<file path="src/rtl/pc_fetch_unit.sv">
// Instruction-fetch front end: owns the PC, issues in-order imem requests under a
// credit limit, buffers returned words for IF/ID and squashes stale responses on redirect.
module pc_fetch_unit #(
   parameter int                         INST_ADDR_WIDTH = 32,
   parameter int                         INST_WIDTH      = 32,
   parameter logic [INST_ADDR_WIDTH-1:0] RESET_PC        = '0,
   parameter int                         DEPTH           = 2
) (
   input  logic                       clk,
   input  logic                       rst,
   input  logic                       redirect,
   input  logic [INST_ADDR_WIDTH-1:0] redirect_addr,
   output logic                       imem_req_valid,
   input  logic                       imem_req_ready,
   output logic [INST_ADDR_WIDTH-1:0] imem_req_addr,
   input  logic                       imem_resp_valid,
   input  logic [INST_WIDTH-1:0]      imem_resp_data,
   output logic                       if_valid,
   input  logic                       if_ready,
   output logic [INST_WIDTH-1:0]      if_inst,
   output logic [INST_ADDR_WIDTH-1:0] if_inst_addr
);

   localparam int PW = $clog2(DEPTH);
   localparam int CW = $clog2(DEPTH + 1);
   localparam logic [CW:0] DEPTH_C = (CW + 1)'(DEPTH);

   logic [INST_ADDR_WIDTH-1:0] pc;
   logic [CW-1:0]              inflight;
   logic [CW-1:0]              drop_cnt;
   logic [CW-1:0]              buf_count;
   logic [PW-1:0]              af_wr, af_rd;
   logic [PW-1:0]              ib_wr, ib_rd;

   logic [INST_ADDR_WIDTH-1:0] af_mem  [DEPTH];
   logic [INST_WIDTH-1:0]      ib_inst [DEPTH];
   logic [INST_ADDR_WIDTH-1:0] ib_addr [DEPTH];

   logic [CW:0] credit_used;
   logic        req_fire;
   logic        resp_keep;
   logic        pop;

   // inflight counts responses still owed, including those already marked for drop
   assign credit_used    = {1'b0, inflight} + {1'b0, buf_count};
   assign imem_req_valid = !rst && !redirect && (credit_used < DEPTH_C);
   assign imem_req_addr  = pc;
   assign req_fire       = imem_req_valid && imem_req_ready;

   assign resp_keep      = imem_resp_valid && (drop_cnt == '0) && !redirect;

   assign if_valid       = !rst && !redirect && (buf_count != '0);
   assign if_inst        = rst ? '0 : ib_inst[ib_rd];
   assign if_inst_addr   = rst ? '0 : ib_addr[ib_rd];
   assign pop            = if_valid && if_ready;

   always_ff @(posedge clk) begin
      if (rst) begin
         pc        <= RESET_PC;
         inflight  <= '0;
         drop_cnt  <= '0;
         buf_count <= '0;
         af_wr     <= '0;
         af_rd     <= '0;
         ib_wr     <= '0;
         ib_rd     <= '0;
      end else begin
         inflight <= inflight + CW'(req_fire) - CW'(imem_resp_valid);
         if (redirect) begin
            // everything still owed by memory belongs to the old path
            pc        <= {redirect_addr[INST_ADDR_WIDTH-1:2], 2'b00};
            drop_cnt  <= inflight - CW'(imem_resp_valid);
            buf_count <= '0;
            af_wr     <= '0;
            af_rd     <= '0;
            ib_wr     <= '0;
            ib_rd     <= '0;
         end else begin
            if (req_fire) begin
               pc    <= pc + INST_ADDR_WIDTH'(4);
               af_wr <= af_wr + PW'(1);
            end
            if (imem_resp_valid && (drop_cnt != '0))
               drop_cnt <= drop_cnt - CW'(1);
            if (resp_keep) begin
               af_rd <= af_rd + PW'(1);
               ib_wr <= ib_wr + PW'(1);
            end
            if (pop)
               ib_rd <= ib_rd + PW'(1);
            buf_count <= buf_count + CW'(resp_keep) - CW'(pop);
         end
      end
   end

   // storage needs no reset: occupancy is tracked by the pointers and counters above
   always_ff @(posedge clk) begin
      if (req_fire)
         af_mem[af_wr] <= pc;
      if (resp_keep) begin
         ib_inst[ib_wr] <= imem_resp_data;
         ib_addr[ib_wr] <= af_mem[af_rd];
      end
   end

   resp_needs_request: assert property (@(posedge clk) disable iff (rst)
      !(imem_resp_valid && (inflight == '0)));

   credit_bound: assert property (@(posedge clk) disable iff (rst)
      credit_used <= DEPTH_C);

endmodule
</file>
<file path="config.mk">
export PLATFORM = sky130hd
export DESIGN_NAME = pc_fetch_unit
export DESIGN_NICKNAME = d
export VERILOG_FILES = /design/src/rtl/pc_fetch_unit.sv
export SDC_FILE = /design/constraint.sdc
export NUM_CORES = 1
export LEC_CHECK = 0
export BUFFER_PORTS_ARGS = -buffer_cell sky130_fd_sc_hd__buf_4
export CORE_ASPECT_RATIO = 0.75
export CORE_MARGIN = 5
export CORE_UTILIZATION = 35
export CTS_CLUSTER_DIAMETER = 30
export DETAILED_ROUTE_END_ITERATION = 7
export PLACE_DENSITY_LB_ADDON = 0.12
export SLEW_MARGIN = 10
export SYNTH_ARGS = -nofsm -noshare
export SYNTH_HDL_FRONTEND = slang
export SYNTH_SLANG_ARGS = --single-unit
</file>
<file path="constraint.sdc">
create_clock -name clk -period 4.9 [get_ports clk]
set_clock_uncertainty 0.1 [all_clocks]
set_input_delay 0.245 -clock clk [delete_from_list [all_inputs] [get_ports clk]]
set_output_delay 0.245 -clock clk [all_outputs]
set_load 0.02 [all_outputs]
</file>
======== Yosys cells after proc, flatten, opt, wreduce, memory -nomap -nowiden ========
Memories as Yosys holds them, arrays and structs flattened. A register that Yosys moved wholly into a read port is not among the register bits.
Index checks and enable logic that the tools add are counted.
storage, ports and cells
  bits in registers ....................... 42
  memory bits (writable) .................. 192
  output and inout bits ................... 98
  memories ................................ 3
operators by class
  add/subtract/negate cells ............... 12
  magnitude comparators ................... 1
  multiplexer cells ....................... 16
  reduce and logical (&&, ||, !) cells .... 16
memory list
  name     depth  bits a word  rd ports  clocked after memory_dff  wr ports  line  source
  af_mem   2      32           1         1                         1         35    logic [INST_ADDR_WIDTH-1:0] af_mem [DEPTH];
  ib_addr  2      32           1         1                         1         37    logic [INST_ADDR_WIDTH-1:0] ib_addr [DEPTH];
  ib_inst  2      32           1         1                         1         36    logic [INST_WIDTH-1:0] ib_inst [DEPTH];
operators with widths
  kind                                                count
  two-way mux 32 bit                                  4
  adder 32 x 3 -> 32 bit, second input constant       1
  two-way mux 1 bit                                   10
  logical AND 1 bit                                   8
  nonzero test 2 bit                                  4
  subtractor 2 x 1 -> 2 bit                           3
  adder 1 bit, second input constant                  4
  adder 2 x 1 -> 2 bit                                2
  two-way mux 2 bit                                   2
  adder 2 x 2 -> 3 bit                                1
  < comparator 3 x 2 -> 1 bit, second input constant  1
  zero test 1 bit                                     2
  zero test 2 bit                                     1
  OR reduction 2 bit                                  1
  subtractor 2 x 1 -> 2 bit, second input constant    1

======== Longest topological paths before layout ========
Gate-level depths: netlist (run 1).
  depth in word-level cells ............... 6
  depth in mapped cells ................... 11

======== Worst setup path before layout (run 1) ========
OpenSTA, ideal clock, no wires.
  path type ............................... input -> register
  start ................................... input port redirect
  end ..................................... memory ib_addr[0][10], enable pin
  setup time .............................. 0.482 ns
  arrival time ............................ 3.636 ns
  required time ........................... 4.318 ns
  slack ................................... 0.681 ns
  cell stages on the path ................. 5
  cell sequence ........................... clkbuf_1 > clkinv_1 > clkbuf_1 > nand3_1 > nor2_1
on the way
  longest elaborated chain between the ends .. 4
ends and longest elaborated chain
  element                                  line  source
  start: declaration                       11    input logic redirect,
  zero test 1 bit                          50    assign resp_keep = imem_resp_valid && (drop_cnt == '0) && !redirect;
  logical AND 1 bit                        50
  two-way mux 1 bit                        100   if (resp_keep) begin
  two-way mux 1 bit (implied by the code)  102   ib_addr[ib_wr] <= af_mem[af_rd];
  end: declaration                         37
No other way between the ends.

======== Final worst setup path (run 1) ========
  start ................................... register inflight[0]
  end ..................................... memory af_mem[0][30], enable pin
on the way
  longest elaborated chain between the ends .. 6
ends and longest elaborated chain
  element                                  line  source
  start: declaration                       29    logic [CW-1:0] inflight;
  start signal: assignment                 68    inflight <= inflight + CW'(req_fire) - CW'(imem_resp_valid);
  adder 2 x 2 -> 3 bit                     45    assign credit_used = {1'b0, inflight} + {1'b0, buf_count};
  < comparator 3 x 2 -> 1 bit              46    assign imem_req_valid = !rst && !redirect && (credit_used < DEPTH_C);
  logical AND 1 bit                        46
  logical AND 1 bit                        48    assign req_fire = imem_req_valid && imem_req_ready;
  two-way mux 1 bit                        98    if (req_fire)
  two-way mux 1 bit (implied by the code)  99    af_mem[af_wr] <= pc;
  end: declaration                         35
No other way between the ends.

==> impl_metrics.yaml, run 1 <==
power:
  pwr-share-clk_pct: 55.4
  switching_share_pct: 21.8
  p_switching_w: 0.00131
  peakVddDrop_mv: 0.223
  p_seq_share_pct: 37.1
  p_leak_nw: 4.86
  comb_power_share_pct: 7.6
  power.density_nw_per_um2: 452
  p_int_w: 0.00470
placed_design:
  io_buffers: 161
  gp_congestion: 0.783
  placed_cells: 1169
  hpwl_mm: 16.1
detailed_routing:
  drt_wl_total_mm: 24.4
  vias: 6420
  first_iter_violations: 385
  viasPerCell: 4.87
  wl_per_cell_microns: 18.5
  firstDrtPassIters: 5
  drtAntennaViolNets: 0
  route.detailed.drc: 0
layout:
  area_growth_pct: 41.4
  finalNetCount: 1006
  num_antenna_cells: 0
  multi_input_area_sq_um: 2840
  seq_area_sq_um: 6370
  drive_gt1_share_pct: 30.5
  fin_cells: 1318
  fillers: 2355
floorplan:
  rows: 52
  die-area_sq_um: 30300
  core_area_sq_um: 26700
  ios: 168
  dieWidth_microns: 199
  die_h_microns: 152
  initial_core_util_pct: 35.2
clock_tree:
  clock_sinks: 226
  htreeDepth: 2
  postCtsSetupBuffers: 0
  cts_buffers: 48
  cts_resized: 0
  cts-root-buf: "clkbuf_16"
  clkLatencyLatePin_ns: 0.52
  cts_tree: "built"
  cts.clk_slew.worst_paths_ns: 0.04
  clk_path_buf_depth: 3
critical_path:
  worstPathArrival_ns: 3.64
  cp-end-kind: "flip-flop"
  cp_data_required_time_ns: 4.98
  crit_slowest_cell: "or3b_2"
  cp.buffers_inverters: 2
  critPathMaxStageDelay_ns: 0.69
  path_max_fanout: 20
  crit_family: "simple AND/OR/NAND/NOR gates"
  worstSetupStartpointType: "flip-flop"
  reg2regPathDepth: 7
  r2r_start: "inflight[0]"
  criticalPathCategory: "flip-flop to flip-flop"
  cp_cell_sequence: "and2_1 -> fa_1 -> or3b_2 -> nor2_1 -> inv_1 -> nor2_2 -> buf_4"
  regToRegSetupSlack_ns: 1.35
  r2r_end: "af_mem[0][30]"
job:
  cap_violations: 0
sta:
  setup_viol: 0
  rsz0062_at_grt: "no"
  slew-limit-headroom_pct: 35.2
  worstMarginPinSlew_ns: 0.969
  slew_violations: 0
  timing.fmax_mhz: 282
  hold_viol: 0
  tns_ns: 0
  fin_crit_ns: 3.55
  period_share_pct: 72.5
worst_hold_path:
  hold_end: "imem_req_addr[14]"
  worstHoldStart: "redirect_addr[14]"
  hp-class: "input pin to flip-flop"
  min_path_cells: 3
grt:
  grt_first_pass_wirelength_mm: 38.1
  grt_max_degree: 79
  antenna_found_initial: 0
  grt_pass1_vias: 6666
  grt.overflow.total: 0
  track_usage_pct: 16.0
yosys:
  avgSynthCellArea_sq_um: 13.8
  synth_top_flop_cell: "edfxtp_1"
  ys_async_sr_fraction_pct: 0
  netlist_instances: 682
  synth_edf_count: 184
  synth.ff_latch_count: 226
  synth_sequential_area_ratio_pct: 67.6
  syn-cell-area_sq_um: 9410
  synth_cell_types: 62
  yosys_warnings: 0
status:
  status: "completed"
==> metrics by stage <==
stage	setup WS, ns	total power (W)	instance area, sq um	utilization (%)	hold WS, ns
floorplan	0.681	0.00249	9420	-	0.244
global placement	1.42	0.00267	11000	41.1	0.331
detailed placement	1.29	0.00269	11000	41.1	0.333
CTS	1.31	0.00610	13300	49.8	0.0232
global route	1.10	0.00626	13300	49.8	0.0506
finish	1.35	0.00602	13300	49.8	0.0490
==> worst max-delay path by stage <==
stage | end | slack (ns) | depth (start not counted) | startpoint
4_1_cts | af_mem[0][20] | 1.31 | 7 | inflight[0]
3_5_place_dp | af_mem[0][31] | 1.29 | 7 | inflight[0]
3_3_place_gp | af_mem[0][31] | 1.42 | 7 | inflight[0]
5_1_grt | af_mem[0][20] | 1.10 | 7 | inflight[0]
6_report | af_mem[0][30] | 1.35 | 7 | inflight[0]
2_1_floorplan | ib_addr[0][10] | 0.68 | 5 | redirect
==> kinds of logic (layout without fill, tap and decap cells) <==
kind of cell             Yosys count  in the layout  synth area share, %
AND/OR/NAND/NOR                  219            219                 11.9
multiplexers                      93             93                 10.3
XOR/XNOR                          17             17                 1.58
buffers and inverters             57            339                 2.55
flip-flops                       226            226                 67.6
adder cells (fa/ha/maj)            8              8                 1.14
AO/OA/AOI/OAI                     61             61                 4.89
other                              1              4               0.0398
==> layer usage <==
| layer | track usage, % | wire length [microns] | vias up |
|---|---|---|---|
| li1 | - | - | 3086 |
| met1 | 23.1 | 11400 | 3118 |
| met2 | 24.6 | 11100 | 177 |
| met3 | 3.54 | 1540 | 39 |
| met4 | 4.43 | 436 | 0 |
| met5 | 0 | 0 | - |
==> cell usage after synthesis, types with 12 or more instances <==
master    instances  area [sq um]
edfxtp_1        184          5530
nor2_1           97           364
mux2i_1          62           621
dfxtp_1          42           841
mux2_2           31           349
nand2_1          30           113
clkbuf_1         24          90.1
inv_1            17          63.8
a21oi_1          12          60.1
nand3_1          12          60.1
nor4_1           12          75.1
==> cell usage in the layout, fill, tap and decap left out, types with 9 or more instances in the layout <==
master	Yosys	routed
nor2_1	97	94
clkbuf_16	0	50
inv_1	17	17
edfxtp_1	184	184
bufinv_16	0	9
nand2_1	30	30
dlygate4sd3_1	0	60
mux2i_1	62	62
a311oi_1	9	9
nor3_1	11	11
buf_4	4	172
xnor2_1	11	11
nor4_1	12	12
mux2_2	31	31
a21oi_1	12	12
nand3_1	12	12
dfxtp_1	42	41
==> what timing repair did <==
action / in CTS / in global routing
endpoints found under the hold margin: 92 / 0
setup endpoints to repair: 0 / 0
hold buffers: 60 / 0
==> worst register-to-register path: cells and delay by family, from the launching register on <==
family	cells	cell delay, ns
DFF	1	0.32
and+or+nand+nor	4	1.73
adders and majority gates	1	0.48
buffers and inverters	2	0.59
==> state kept, by name, summed over array words and instances (netlist names), named ones only <==
register / count
ib_inst: 64
af_mem: 60
ib_addr: 60
imem_req_addr: 30
buf_count: 2
drop_cnt: 2
inflight: 2
af_rd: 1
af_wr: 1
ib_rd: 1
ib_wr: 1
==> final cells by class <==
type	instances	area share, %
clock buffer	57	9.60
clock inverter	32	3.19
inverter	18	0.508
multi-input combinational	402	21.3
sequential	226	47.9
tap	351	3.30
timing repair buffer	232	14.2
==> power by group through the flow <==
stage               Sequential (W)  Clock (W)  Combinational [W]
floorplan                  0.00226          0           0.000223
global placement           0.00226          0           0.000412
detailed placement         0.00226          0           0.000421
CTS                        0.00223    0.00340           0.000462
global route               0.00224    0.00352           0.000497
finish                     0.00223    0.00333           0.000455
No activity file was read; power rests on OpenSTA's default activity.
==> inputs of run 2 (changes only) <==
Settings changed: ABC_AREA set to 1.
Clock period 4.9 ns to 3.4 ns, I/O delays scaled along.
==> run 2 against run 1 <==
Net effect:
- flip-flop and latch count unchanged
- largest cell class unchanged
- wire length increased by 4.0%
- worst hold slack got worse by 0.020 ns
- sequential power increased by 43%
- synthesized cell count increased by 27%
- die area increased by 1.8%
- highest routed layer unchanged
- register-to-register slack got worse by 0.99 ns
- final area increased by 2.2%
- power increased by 35%
==> impl_metrics.yaml, run 2 <==
status:
  status: "completed"
critical_path:
  cp-end-kind: "flip-flop"
  criticalPathCategory: "flip-flop to flip-flop"
  crit_top_cell: "nand2_1"
  cp_cell_sequence: "nand2_1 -> inv_1 -> fa_1 -> nor2_1 -> nand3_4 -> nand2_2 -> inv_2 -> nand2_1 -> nand2_1 -> o21ai_1 -> a21oi_1 -> dlygate4sd3_1"
  critPathMaxStageDelay_ns: 0.57
  crit_slowest_cell: "dlygate4sd3_1"
  worstSetupStartpointType: "flip-flop"
  crit_family: "simple AND/OR/NAND/NOR gates"
  cp.buffers_inverters: 3
  path_max_fanout: 16
  cp_data_required_time_ns: 3.70
  worstPathArrival_ns: 3.34
layout:
  finalNetCount: 1214
  area_growth_pct: 41.7
  largestRegisters: "ib_inst (64), af_mem (60), ib_addr (60)"
  num_antenna_cells: 0
  final_common_cell: "edfxtp_1"
  largest_reg_flops: 64
  fin_cells: 1525
  regMostFlops: "ib_inst"
  final_cell_mix: "edfxtp_1 (184), buf_4 (169), nor2_1 (161)"
  drive_gt1_share_pct: 26.9
sta:
  worstMarginPinSlew_ns: 0.610
  rsz0062_at_grt: "no"
  period_share_pct: 89.6
  hold_viol: 0
  setup_viol: 0
  tns_ns: 0
  slew-limit-headroom_pct: 59.3
  timing.fmax_mhz: 328
  fin_ws_ns: 0.355
  slew_violations: 0
  fin_crit_ns: 3.05
job:
  cap_violations: 0
yosys:
  yosysTopAreaCellShare_pct: 57.6
  muxShareOfSynthArea_pct: 3.52
  synth-simple-area-share_pct: 16.2
  synth_area_leaders: "edfxtp_1 (58%), dfxtp_1 (8.8%), nor2_1 (6.5%)"
  synth_top_family_by_area: "simple AND/OR/NAND/NOR gates"
  syn-cell-area_sq_um: 9600
  synth_top_flop_cell: "edfxtp_1"
  synth_sequential_area_ratio_pct: 66.3
  netlist_instances: 864
  synthXorXnorAreaFrac_pct: 1.10
  yosys_warnings: 0
  synth_compound_area_share_pct: 6.86
  ys_async_sr_fraction_pct: 0
  synth_top_cell_by_area: "edfxtp_1"
  synth.most_common_cell: "edfxtp_1"
  synth.ff_latch_count: 226
  synth_common_cells: "edfxtp_1 (184), nor2_1 (165), nand2_1 (117)"
  synth_edf_count: 184
  avgSynthCellArea_sq_um: 11.1
  synth_cell_types: 37
  synthAdderAreaFrac_pct: 1.12
detailed_routing:
  first_iter_violations: 433
  drtAntennaViolNets: 0
  wl_per_cell_microns: 16.7
  drt_wl_total_mm: 25.4
  route.detailed.drc: 0
  vias: 6901
  viasPerCell: 4.53
  firstDrtPassIters: 4
placed_design:
  io_buffers: 161
  hpwl_mm: 16.0
  pre_cts_ws_ns: 0.881
  gp_congestion: 0.797
  placed_cells: 1352
clock_tree:
  hold_buffers: 87
  cts-root-buf: "clkbuf_16"
  clk_path_buf_depth: 3
  cts_resized: 0
  cts_tree: "built"
  postCtsSetupBuffers: 0
  htreeDepth: 2
  clock_sinks: 226
  clkLatencyLatePin_ns: 0.52
  cts_buffers: 46
  cts.clk_slew.worst_paths_ns: 0.05
grt:
  antenna_found_initial: 0
  grt_first_pass_wirelength_mm: 40.4
  grt_pass1_vias: 7077
  grt_max_degree: 63
  track_usage_pct: 16.4
  grt.overflow.total: 0
floorplan:
  dieWidth_microns: 201
  core_area_sq_um: 27000
  initial_core_util_pct: 35.5
  die-area_sq_um: 30900
  ios: 168
  die_h_microns: 153
  rows: 52
power:
  peakVddDrop_mv: 0.399
  power.density_nw_per_um2: 596
  total_power_w: 0.00810
  p_leak_nw: 5.44
worst_hold_path:
  hp-class: "input pin to flip-flop"
## run 2: cell types whose count changed in the layout (fill, tap and decap cells not counted), moves of 19 or more
cell           change
dlygate4sd3_1     +27
inv_1             +49
mux2i_1           -62
nand2_1           +87
nand3_1           +19
nor2_1            +67
o21ai_0           +77
## run 2: cells by family after synthesis
logic type,count (synthesis)
other cells,1
fa+ha+maj,8
buf+inv,110
simple gates,352
compound gates,125
flops,226
xor+xnor,12
mux,30
## run 2: path summary, 6_finish.rpt
path                                  start                to  slack, ns  cells past startpoint
worst min-delay path               redirect  imem_req_addr[7]       0.03                      3
worst min register to register        af_rd             af_rd       0.38                      2
worst max register to register  inflight[0]  imem_req_addr[8]       0.35                     12
worst max-delay path            inflight[0]  imem_req_addr[8]       0.35                     12
## run 2: layout make-up
class	count	area, sq um
Inverter	71	267
Clock buffer	47	1150
Multi-Input combinational cell	531	2800
Sequential cell	226	6370
Timing Repair Buffer	260	2220
Clock inverter	39	347
Tap cell	351	439
Fill cell	2436	13400
## run 2: through the flow
stage          hold WS (ns)  cell area [sq um]  utilization [%]
2_1_floorplan         0.169               9610                -
3_3_place_gp          0.258              11200             41.6
3_5_place_dp          0.259              11200             41.6
4_1_cts             0.00189              13600             50.4
5_1_grt              0.0252              13600             50.4
6_report             0.0288              13600             50.4
## run 2: report_power, final
group | internal [W] | leakage (nW) | switching [W]
logic | 0.000291 | 2.69 | 0.000352
registers | 0.00311 | 2.04 | 0.0000757
clock network | 0.00284 | 0.719 | 0.00143
total | 0.00624 | 5.44 | 0.00186
## run 2: per-layer routing
metal | up-vias | wire (microns) | track usage (%)
li1 | 3492 | - | -
met1 | 3203 | 12200 | 23.3
met2 | 170 | 11400 | 25.5
met3 | 36 | 1300 | 3.79
met4 | 0 | 471 | 4.23
met5 | - | 0 | 0
## run 2: tightest hold or removal path: cells and delay by family
family	cells	cell delay [ns]
AND/OR/NAND/NOR	1	0.10
AO/OA/AOI/OAI	1	0.07
buffers and inverters	1	0.23
